### src/rtl/ycbcr_skin_bin_if.sv
// Video stream bundle for ycbcr_skin_bin: pre-frame input sync/pixel and
// post-frame output sync/pixel/mask, aligned to each other.
interface ycbcr_skin_bin_if;
    logic        pre_frame_vsync;
    logic        pre_frame_hsync;
    logic        pre_frame_de;
    logic [15:0] pix_in;
    logic        post_frame_vsync;
    logic        post_frame_hsync;
    logic        post_frame_de;
    logic [15:0] pix_out;
    logic        bin_out;

    modport master (
        output pre_frame_vsync, pre_frame_hsync, pre_frame_de, pix_in,
        input  post_frame_vsync, post_frame_hsync, post_frame_de, pix_out, bin_out
    );

    modport slave (
        input  pre_frame_vsync, pre_frame_hsync, pre_frame_de, pix_in,
        output post_frame_vsync, post_frame_hsync, post_frame_de, pix_out, bin_out
    );
endinterface

### src/rtl/ycbcr_skin_bin.sv
// RGB565 -> YCbCr skin-tone binariser, 4-stage pipeline, frame-synchronous config.
// Optional foreground pixel counter enabled by defining YCBCR_FG_COUNT_EN.
module ycbcr_skin_bin #(
    parameter logic [7:0]  CR_LO_DEF = 8'd135,
    parameter logic [7:0]  CR_HI_DEF = 8'd160,
    parameter logic [7:0]  CB_LO_DEF = 8'd115,
    parameter logic [7:0]  CB_HI_DEF = 8'd140,
    parameter int unsigned CNT_W     = 20
) (
    input  logic             clk,
    input  logic             rst_n,
    ycbcr_skin_bin_if.slave  vid,
    input  logic             cfg_wr,
    input  logic [7:0]       cfg_cr_lo,
    input  logic [7:0]       cfg_cr_hi,
    input  logic [7:0]       cfg_cb_lo,
    input  logic [7:0]       cfg_cb_hi,
    input  logic [1:0]       cfg_mode,
    output logic             cfg_pending,
    output logic [CNT_W-1:0] fg_count,
    output logic             fg_count_vld
);
    localparam logic [1:0] MODE_PASS = 2'd0;
    localparam logic [1:0] MODE_MASK = 2'd1;
    localparam logic [1:0] MODE_GRAY = 2'd2;
    localparam logic [1:0] MODE_GATE = 2'd3;

    logic [15:0] w_r16, w_g16, w_b16;
    logic [7:0]  w_r8, w_g8, w_b8;
    logic [15:0] r_r77, r_g150, r_b29, r_r43, r_g85, r_b128, r_r128, r_g107, r_b21;
    logic [15:0] r_y0, r_cb0, r_cr0;
    logic [7:0]  r_y, r_cb, r_cr;
    logic [15:0] r_pix_d1, r_pix_d2, r_pix_d3;
    logic [3:0]  r_vs_d, r_hs_d, r_de_d;
    logic [15:0] r_pix_out;
    logic        r_bin_out;
    logic        w_bin;
    logic [15:0] w_pix_next;

    logic [7:0]  r_act_cr_lo, r_act_cr_hi, r_act_cb_lo, r_act_cb_hi;
    logic [7:0]  r_pnd_cr_lo, r_pnd_cr_hi, r_pnd_cb_lo, r_pnd_cb_hi;
    logic [1:0]  r_act_mode, r_pnd_mode;
    logic        r_pending, r_vs_prev, w_vs_rise;

    assign w_r8  = {vid.pix_in[15:11], vid.pix_in[15:13]};
    assign w_g8  = {vid.pix_in[10:5],  vid.pix_in[10:9]};
    assign w_b8  = {vid.pix_in[4:0],   vid.pix_in[4:2]};
    assign w_r16 = {8'd0, w_r8};
    assign w_g16 = {8'd0, w_g8};
    assign w_b16 = {8'd0, w_b8};

    always_ff @(posedge clk or negedge rst_n) begin
        if (!rst_n) begin
            r_r77 <= '0; r_g150 <= '0; r_b29  <= '0;
            r_r43 <= '0; r_g85  <= '0; r_b128 <= '0;
            r_r128 <= '0; r_g107 <= '0; r_b21 <= '0;
            r_y0 <= '0; r_cb0 <= '0; r_cr0 <= '0;
            r_y  <= '0; r_cb  <= '0; r_cr  <= '0;
            r_pix_d1 <= '0; r_pix_d2 <= '0; r_pix_d3 <= '0;
            r_vs_d <= '0; r_hs_d <= '0; r_de_d <= '0;
            r_pix_out <= '0; r_bin_out <= 1'b0;
        end else begin
            r_r77  <= w_r16 * 16'd77;
            r_g150 <= w_g16 * 16'd150;
            r_b29  <= w_b16 * 16'd29;
            r_r43  <= w_r16 * 16'd43;
            r_g85  <= w_g16 * 16'd85;
            r_b128 <= {1'b0, w_b8, 7'd0};
            r_r128 <= {1'b0, w_r8, 7'd0};
            r_g107 <= w_g16 * 16'd107;
            r_b21  <= w_b16 * 16'd21;
            // 16-bit wraparound is intended; the +32768 offset keeps chroma centred
            r_y0  <= r_r77 + r_g150 + r_b29;
            r_cb0 <= r_b128 - r_r43 - r_g85 + 16'h8000;
            r_cr0 <= r_r128 - r_g107 - r_b21 + 16'h8000;
            r_y   <= r_y0[15:8];
            r_cb  <= r_cb0[15:8];
            r_cr  <= r_cr0[15:8];
            r_pix_d1 <= vid.pix_in;
            r_pix_d2 <= r_pix_d1;
            r_pix_d3 <= r_pix_d2;
            r_vs_d <= {r_vs_d[2:0], vid.pre_frame_vsync};
            r_hs_d <= {r_hs_d[2:0], vid.pre_frame_hsync};
            r_de_d <= {r_de_d[2:0], vid.pre_frame_de};
            r_pix_out <= w_pix_next;
            r_bin_out <= w_bin;
        end
    end

    assign w_bin = (r_cr > r_act_cr_lo) && (r_cr < r_act_cr_hi) &&
                   (r_cb > r_act_cb_lo) && (r_cb < r_act_cb_hi);

    always_comb begin
        w_pix_next = '0;
        case (r_act_mode)
            MODE_PASS: w_pix_next = r_pix_d3;
            MODE_MASK: w_pix_next = {16{w_bin}};
            MODE_GRAY: w_pix_next = {r_y[7:3], r_y[7:2], r_y[7:3]};
            MODE_GATE: w_pix_next = w_bin ? r_pix_d3 : '0;
            default:   w_pix_next = '0;
        endcase
    end

    assign w_vs_rise = vid.pre_frame_vsync & ~r_vs_prev;

    // A write landing on the vsync-rise cycle bypasses pending and applies at once
    always_ff @(posedge clk or negedge rst_n) begin
        if (!rst_n) begin
            r_vs_prev   <= 1'b0;
            r_pending   <= 1'b0;
            r_act_cr_lo <= CR_LO_DEF; r_act_cr_hi <= CR_HI_DEF;
            r_act_cb_lo <= CB_LO_DEF; r_act_cb_hi <= CB_HI_DEF;
            r_pnd_cr_lo <= CR_LO_DEF; r_pnd_cr_hi <= CR_HI_DEF;
            r_pnd_cb_lo <= CB_LO_DEF; r_pnd_cb_hi <= CB_HI_DEF;
            r_act_mode  <= MODE_PASS; r_pnd_mode  <= MODE_PASS;
        end else begin
            r_vs_prev <= vid.pre_frame_vsync;
            if (w_vs_rise && cfg_wr) begin
                r_act_cr_lo <= cfg_cr_lo; r_act_cr_hi <= cfg_cr_hi;
                r_act_cb_lo <= cfg_cb_lo; r_act_cb_hi <= cfg_cb_hi;
                r_act_mode  <= cfg_mode;
                r_pnd_cr_lo <= cfg_cr_lo; r_pnd_cr_hi <= cfg_cr_hi;
                r_pnd_cb_lo <= cfg_cb_lo; r_pnd_cb_hi <= cfg_cb_hi;
                r_pnd_mode  <= cfg_mode;
                r_pending   <= 1'b0;
            end else if (w_vs_rise && r_pending) begin
                r_act_cr_lo <= r_pnd_cr_lo; r_act_cr_hi <= r_pnd_cr_hi;
                r_act_cb_lo <= r_pnd_cb_lo; r_act_cb_hi <= r_pnd_cb_hi;
                r_act_mode  <= r_pnd_mode;
                r_pending   <= 1'b0;
            end else if (cfg_wr) begin
                r_pnd_cr_lo <= cfg_cr_lo; r_pnd_cr_hi <= cfg_cr_hi;
                r_pnd_cb_lo <= cfg_cb_lo; r_pnd_cb_hi <= cfg_cb_hi;
                r_pnd_mode  <= cfg_mode;
                r_pending   <= 1'b1;
            end
        end
    end

    assign cfg_pending          = r_pending;
    assign vid.post_frame_vsync = r_vs_d[3];
    assign vid.post_frame_hsync = r_hs_d[3];
    assign vid.post_frame_de    = r_de_d[3];
    assign vid.pix_out          = r_pix_out;
    assign vid.bin_out          = r_bin_out;

`ifdef YCBCR_FG_COUNT_EN
    logic [CNT_W-1:0] r_acc, r_fg_count;
    logic             r_fg_vld, r_post_vs_prev, r_armed;
    logic             w_hit, w_post_fall;

    assign w_hit       = r_bin_out & r_de_d[3];
    assign w_post_fall = r_post_vs_prev & ~r_vs_d[3];

    // First vsync fall after reset only arms; a partial frame is never reported
    always_ff @(posedge clk or negedge rst_n) begin
        if (!rst_n) begin
            r_acc          <= '0;
            r_fg_count     <= '0;
            r_fg_vld       <= 1'b0;
            r_post_vs_prev <= 1'b0;
            r_armed        <= 1'b0;
        end else begin
            r_post_vs_prev <= r_vs_d[3];
            r_fg_vld       <= 1'b0;
            if (w_post_fall) begin
                r_armed <= 1'b1;
                if (r_armed) begin
                    r_fg_count <= r_acc;
                    r_fg_vld   <= 1'b1;
                end
                r_acc <= CNT_W'(w_hit);
            end else if (w_hit && (r_acc != '1)) begin
                r_acc <= r_acc + 1'b1;
            end
        end
    end

    assign fg_count     = r_fg_count;
    assign fg_count_vld = r_fg_vld;
`else
    assign fg_count     = '0;
    assign fg_count_vld = 1'b0;
`endif
endmodule

### src/flat_wrapper.sv
// flat-port wrapper written by rule: the top's interface ports become plain ports
module ycbcr_skin_bin_flat 
#(
    parameter logic [7:0]  CR_LO_DEF = 8'd135,
    parameter logic [7:0]  CR_HI_DEF = 8'd160,
    parameter logic [7:0]  CB_LO_DEF = 8'd115,
    parameter logic [7:0]  CB_HI_DEF = 8'd140,
    parameter int unsigned CNT_W     = 20
)
  (clk, rst_n, cfg_wr, cfg_cr_lo, cfg_cr_hi, cfg_cb_lo, cfg_cb_hi, cfg_mode, cfg_pending, fg_count, fg_count_vld, vid_pre_frame_vsync, vid_pre_frame_hsync, vid_pre_frame_de, vid_pix_in, vid_post_frame_vsync, vid_post_frame_hsync, vid_post_frame_de, vid_pix_out, vid_bin_out);
  ycbcr_skin_bin_if vid_i ();
  input  logic clk;
  input  logic rst_n;
  input  logic cfg_wr;
  input  logic [7:0] cfg_cr_lo;
  input  logic [7:0] cfg_cr_hi;
  input  logic [7:0] cfg_cb_lo;
  input  logic [7:0] cfg_cb_hi;
  input  logic [1:0] cfg_mode;
  output logic cfg_pending;
  output logic [CNT_W-1:0] fg_count;
  output logic fg_count_vld;
  input wire logic [$bits(vid_i.pre_frame_vsync)-1:0] vid_pre_frame_vsync;
  input wire logic [$bits(vid_i.pre_frame_hsync)-1:0] vid_pre_frame_hsync;
  input wire logic [$bits(vid_i.pre_frame_de)-1:0] vid_pre_frame_de;
  input wire logic [$bits(vid_i.pix_in)-1:0] vid_pix_in;
  output wire logic [$bits(vid_i.post_frame_vsync)-1:0] vid_post_frame_vsync;
  output wire logic [$bits(vid_i.post_frame_hsync)-1:0] vid_post_frame_hsync;
  output wire logic [$bits(vid_i.post_frame_de)-1:0] vid_post_frame_de;
  output wire logic [$bits(vid_i.pix_out)-1:0] vid_pix_out;
  output wire logic [$bits(vid_i.bin_out)-1:0] vid_bin_out;
  assign vid_i.pre_frame_vsync = vid_pre_frame_vsync;
  assign vid_i.pre_frame_hsync = vid_pre_frame_hsync;
  assign vid_i.pre_frame_de = vid_pre_frame_de;
  assign vid_i.pix_in = vid_pix_in;
  assign vid_post_frame_vsync = vid_i.post_frame_vsync;
  assign vid_post_frame_hsync = vid_i.post_frame_hsync;
  assign vid_post_frame_de = vid_i.post_frame_de;
  assign vid_pix_out = vid_i.pix_out;
  assign vid_bin_out = vid_i.bin_out;
  ycbcr_skin_bin #(.CR_LO_DEF(CR_LO_DEF), .CR_HI_DEF(CR_HI_DEF), .CB_LO_DEF(CB_LO_DEF), .CB_HI_DEF(CB_HI_DEF), .CNT_W(CNT_W)) u_core (.clk(clk), .rst_n(rst_n), .vid(vid_i), .cfg_wr(cfg_wr), .cfg_cr_lo(cfg_cr_lo), .cfg_cr_hi(cfg_cr_hi), .cfg_cb_lo(cfg_cb_lo), .cfg_cb_hi(cfg_cb_hi), .cfg_mode(cfg_mode), .cfg_pending(cfg_pending), .fg_count(fg_count), .fg_count_vld(fg_count_vld));
endmodule
### config.mk
export PLATFORM = sky130hd
export DESIGN_NAME = ycbcr_skin_bin_flat
export DESIGN_NICKNAME = d
export VERILOG_FILES = /design/src/rtl/ycbcr_skin_bin_if.sv /design/src/rtl/ycbcr_skin_bin.sv /design/src/flat_wrapper.sv
export SDC_FILE = /design/constraint.sdc
export NUM_CORES = 1
export LEC_CHECK = 0
export ABC_AREA = 1
export CAP_MARGIN = 10
export CORE_ASPECT_RATIO = 1.5
export CORE_MARGIN = 1
export CORE_UTILIZATION = 55
export DETAILED_ROUTE_END_ITERATION = 6
export GPL_ROUTABILITY_DRIVEN = 0
export PLACE_DENSITY = 0.74
export SYNTH_ARGS = -nofsm -noshare
export SYNTH_HDL_FRONTEND = slang
export SYNTH_SLANG_ARGS = --single-unit
### constraint.sdc
create_clock -name clk -period 2.8 [get_ports clk]
set_input_delay 0.28 -clock clk [delete_from_list [all_inputs] [get_ports clk]]
set_output_delay 0.28 -clock clk [all_outputs]
set_load 0.01 [all_outputs]
[Yosys cells after proc, flatten, opt, wreduce, memory -nomap -nowiden]
Cells that the tools add are included.
Storage, ports and cells
  RAM bits: 0
  memories kept: 0
  word-level logic and storage cells: 100
  ROM bits: 0
  bits of input ports: 56
  bits in latches: 0
  flip-flop bits (word level): 346
Cells by class
  order comparisons: 4
  multiplexer cells: 30
  multipliers: 7
  bitwise gates (word level): 2
  add/subtract/negate cells: 8
  div/mod/pow operators: 0
  shift-type cells: 0
  reduce and logical (&&, ||, !) cells: 10
  eq/ne operators: 4
Operator list (count)
  two-way mux 8 bit: 20
  case mux 16 bit (4 select lines): 1
  multiplier 8 x 7 -> 15 bit, second input constant: 4
  adder 16 bit: 2
  adder 16 bit, second input constant: 2
  subtractor 15 x 16 -> 16 bit: 2
  subtractor 16 bit: 2
  multiplier 8 x 5 -> 13 bit, second input constant: 2
  > comparator 8 bit: 2
  < comparator 8 bit: 2
  two-way mux 16 bit: 1
  multiplier 8 x 6 -> 14 bit, second input constant: 1
  two-way mux 2 bit: 5
  logical AND 1 bit: 5
  == test 2 bit, second input constant: 2
  nonzero test 2 bit: 2
  two-way mux 1 bit: 3
  nonzero test 3 bit: 1
  == test 2 x 1 -> 1 bit, second input constant: 1
  zero test 2 bit: 1
  inequality test 2 x 1 -> 1 bit, second input constant: 1
  AND reduction 2 bit: 1
  AND 1 bit: 1
  inverter 1 bit: 1

[Depth between registers and ports, before layout]
  depth in word-level cells: 6
  depth in mapped cells: 19
  depth with buffers taken out: 19

[Worst setup path after synthesis]
Ideal clock, no wire load.
  path kind: in2reg
  from: input vid_pix_in[5]
  to: register u_core.r_g107[14]
  setup time: 0.116 ns
  data arrival time: 3.203 ns
  setup slack: -0.520 ns
  stages: 15
  cell sequence: ha_1 -> fa_1 -> fa_1 -> inv_1 -> fa_1 -> inv_1 -> ha_1 -> a21oi_1 -> o21ai_1 -> a21oi_1 -> o21ai_1 -> nand2_1 -> nand2_1 -> nand2_1 -> nand2_1
On the way
  longest elaborated chain between the ends: 1
Ends and longest elaborated chain
  start: declaration: RTL line flat_wrapper.sv:26  | input wire logic [$bits(vid_i.pix_in)-1:0] vid_pix_in;
  multiplier 8 x 7 -> 15 bit: RTL line ycbcr_skin_bin.sv:70  | r_g107 <= w_g16 * 16'd107;
  end signal: assignment: RTL line ycbcr_skin_bin.sv:70
  end: declaration: RTL line ycbcr_skin_bin.sv:30  | logic [15:0] r_r77, r_g150, r_b29, r_r43, r_g85, r_b128, r_r128, r_g107, r_b21;
No other way between the ends.
A chain may end at the register's enable or synchronous reset.

[Worst setup path in the final report]
  from: input vid_pix_in[9]
  to: register u_core.r_g107[14]
The elaborated chain is that of the path after synthesis.

==> flow_summary.ini <==
[outcome]
outcome = finished with violations
violations = negative setup slack

[critical_path]
critPathCaptureType = flop
crit_type = input port to flop
ff2ff_setup_slack_ns = 0.36
cp-start-kind = input port
cp.arrival_ns = 3.22
cp_data_required_time_ns = 3.22
crit_path_max_fanout = 5

[global_routing]
grt_pass1_vias = 14200
grt_pass1_wl_mm = 65.7
grt_antenna_before_repair = 1
grt_max_degree = 97
grt.total_usage_pct = 25.4
grt.overflow.total = 0

[pwr]
p_int_mw = 12.7
power_frac_comb_pct = 55.7
p_sw_share_pct = 41.3
power_density_nw_per_um2 = 990
pwr-share-clk_pct = 17.7
leakage_nw = 11.6
p_seq_share_pct = 26.7
power_mw = 21.7
switchingPower_mw = 8.95
vdd_ir_drop_max_mv = 0.680

[sta]
slew_viol_final = 0
fin_crit_sh_pct = 100
final-hold-violation-count = 0
worst_slack_ns = -0.00432
clock_skew_ns = 0.0254
tightest_slew_ns = 0.735
setup-violations-final = 1
max_freq_mhz = 357
finalCriticalPeriod_ns = 2.80
finalSetupTns_ns = -0.00432
relSlewSlack_pct = 51.0
rsz0062_at_grt = yes

[cts]
cts-buffers-inserted = 27
clock_path_buffers = 3
clock_sinks = 274
cts.htree.levels = 1
ctsRootBufferMaster = clkbuf_16
clk_latency_ns = 0.55
path_clk_slew_ns = 0.06
cts_tree = built

[die]
core_um2 = 31200
dieWidth_um = 148
fp.dieH_um = 221
io_pins = 98
initial_utilization_pct = 56.4
rows = 79
dieArea_um2 = 32800

[flow_run]
drv_cap = 0

[synth]
yosys.area.top_type = dfrtp_1
syn_inst = 1823
synthDistinctLibCells = 45
synth.top_cells.by_count = 374 x nand2_1, 301 x inv_1, 287 x ha_1
avgSynthCellArea_um2 = 9.67
dominantRegCellSynth = dfrtp_1
yosysSeqAreaShare_pct = 39.1
synth_most_common_cell = nand2_1
synth_area_um2 = 17600
synthTopCellsByArea = dfrtp_1 35%, ha_1 20%, fa_1 8.9%, nand2_1 8.0%, inv_1 6.4%
synth_top_area_share_pct = 34.9
yosysWarnings = 0
synthArstFlopShare_pct = 100
synth-seq-cells = 274
synth_edf_count = 0

[routing]
drt_iter0_markers = 479
vias_per_cell = 5.20
drt-pass1-iter-count = 5
vias = 13300
wl_mm = 40.7
route.detailed.drc = 0
ant_nets = 0
wl_per_cell_um = 16.0

[worst_hold_path]
hold_class = input port to flop

[finish]
fillCellCount = 2260
finish.utilization_pct = 70.2
stdcell_count = 2546
drive_gt1_share_pct = 18.7
layout.nets = 2541
diodes = 0
area_growth_syn_to_layout_pct = 24.3

[place]
hpwlAfterDp_mm = 32.2
dpl.cell_count = 2486
pre_cts_slack_ns = -1.03
portBuffers = 76
-- kinds of logic after synthesis --
kind of cell	Yosys count	synth area share, %
DFF	274	39.1
other	1	0.0213
muxes	3	0.192
xor gates and xnor gates	84	4.22
AOI/OAI and AO/OA	225	7.09
and+or+nand+nor	531	12.3
buffers and inverters	340	7.85
adders and majority gates	365	29.2
-- path summary, 6_finish.rpt --
path / from / end / cells past startpoint
setup / recovery: vid_pix_in[9] / u_core.r_g107[14] / 16
hold / removal: vid_pix_in[0] / u_core.r_pix_d1[0] / 2
setup reg to reg: u_core.r_pix_d1[13] / u_core.r_cr0[12] / 7
hold reg to reg: u_core.r_y0[15] / u_core.r_y[7] / 0
max in group asynchronous: rst_n / u_core.r_act_cb_lo[5] / 3
min in group asynchronous: rst_n / u_core.r_vs_d[3] / 2
-- area by class of cell --
| cell class | count | area (um^2) | share of cell area [%] |
|---|---|---|---|
| sequential | 274 | 6890 | 31.4 |
| multi-input combinational | 1229 | 10000 | 45.8 |
| clock buffer | 34 | 732 | 3.34 |
| inverter | 303 | 1150 | 5.25 |
| clock inverter | 16 | 225 | 1.03 |
| tap | 405 | 507 | 2.31 |
| timing repair buffer | 285 | 2370 | 10.8 |
-- timing repair --
| action | in CTS | in global routing |
|---|---|---|
| resized for setup | 50 | 53 |
| setup endpoints to repair | 44 | 31 |
| pin swaps | 26 | 24 |
| hold endpoints to repair | 73 | 1 |
| setup buffers | 6 | 1 |
| hold buffers | 2 | 1 |
-- through the flow --
step / hold WS [ns] / instance area (um^2)
after floorplan: -0.0156 / 18000
after global placement: 0.333 / 20600
after detailed placement: 0.335 / 20600
after CTS: 0.0122 / 21700
after global routing: 0.0512 / 21900
final: 0.0449 / 21900
-- metal layers --
layer | wire length [um] | share of wire (%) | vias to the layer above | global-route usage [%]
li1 | - | - | 6404 | -
met1 | 14500 | 36 | 6379 | 25.7
met2 | 22400 | 55 | 328 | 48.8
met3 | 1260 | 3.1 | 139 | 2.41
met4 | 2470 | 6.1 | 0 | 16.0
met5 | 0 | 0 | - | 0
-- placed cells by master (no fill, tap or decap), drive strengths merged, types with 5 or more instances in the layout --
cell type,netlist,layout
a21o,12,12
a21oi,109,109
a31oi,6,6
buf,31,212
bufinv,0,5
clkbuf,6,39
clkdlybuf4s50,0,59
clkinv,1,8
clkinvlp,0,5
conb,1,21
dfrtp,246,246
dfstp,28,28
fa,78,78
ha,287,287
inv,302,301
nand2,378,378
nand3,66,66
nand4,11,11
nor2,58,58
nor3,12,12
o21a,6,6
o21ai,67,67
o21bai,10,10
xnor2,20,20
xor2,64,64
-- registers in the layout, indices dropped and copies added, names as in the netlist, 10 cells and up --
| name | cells |
|---|---|
| u_core.r_b21 | 11 |
| u_core.r_b29 | 10 |
| u_core.r_g107 | 10 |
| u_core.r_g150 | 14 |
| u_core.r_g85 | 13 |
| u_core.r_pix_d1 | 15 |
| u_core.r_pix_d2 | 16 |
| u_core.r_pix_d3 | 16 |
| u_core.r_r43 | 13 |
| u_core.r_r77 | 13 |
| u_core.vid.pix_out | 16 |
-- critical path, cell delays in order --
cell,delay [ns]
buf_12,0.11
ha_4,0.24
fa_1,0.51
fa_1,0.51
inv_1,0.05
fa_1,0.49
inv_2,0.05
ha_4,0.24
a21oi_4,0.19
o21ai_4,0.08
a21oi_2,0.15
o21ai_2,0.09
nand2_1,0.09
nand2_1,0.05
nand2_1,0.06
nand2_1,0.04
-- power by group through the flow --
stage	sequential, mW	clock, mW	combinational (mW)
2_1_floorplan	5.63	0	7.87
3_3_place_gp	5.82	0	10.9
3_5_place_dp	5.85	0	11.4
4_1_cts	5.79	3.90	11.7
5_1_grt	5.87	4.05	13.6
6_report	5.79	3.83	12.1
Power figures use the tool's default switching activity.
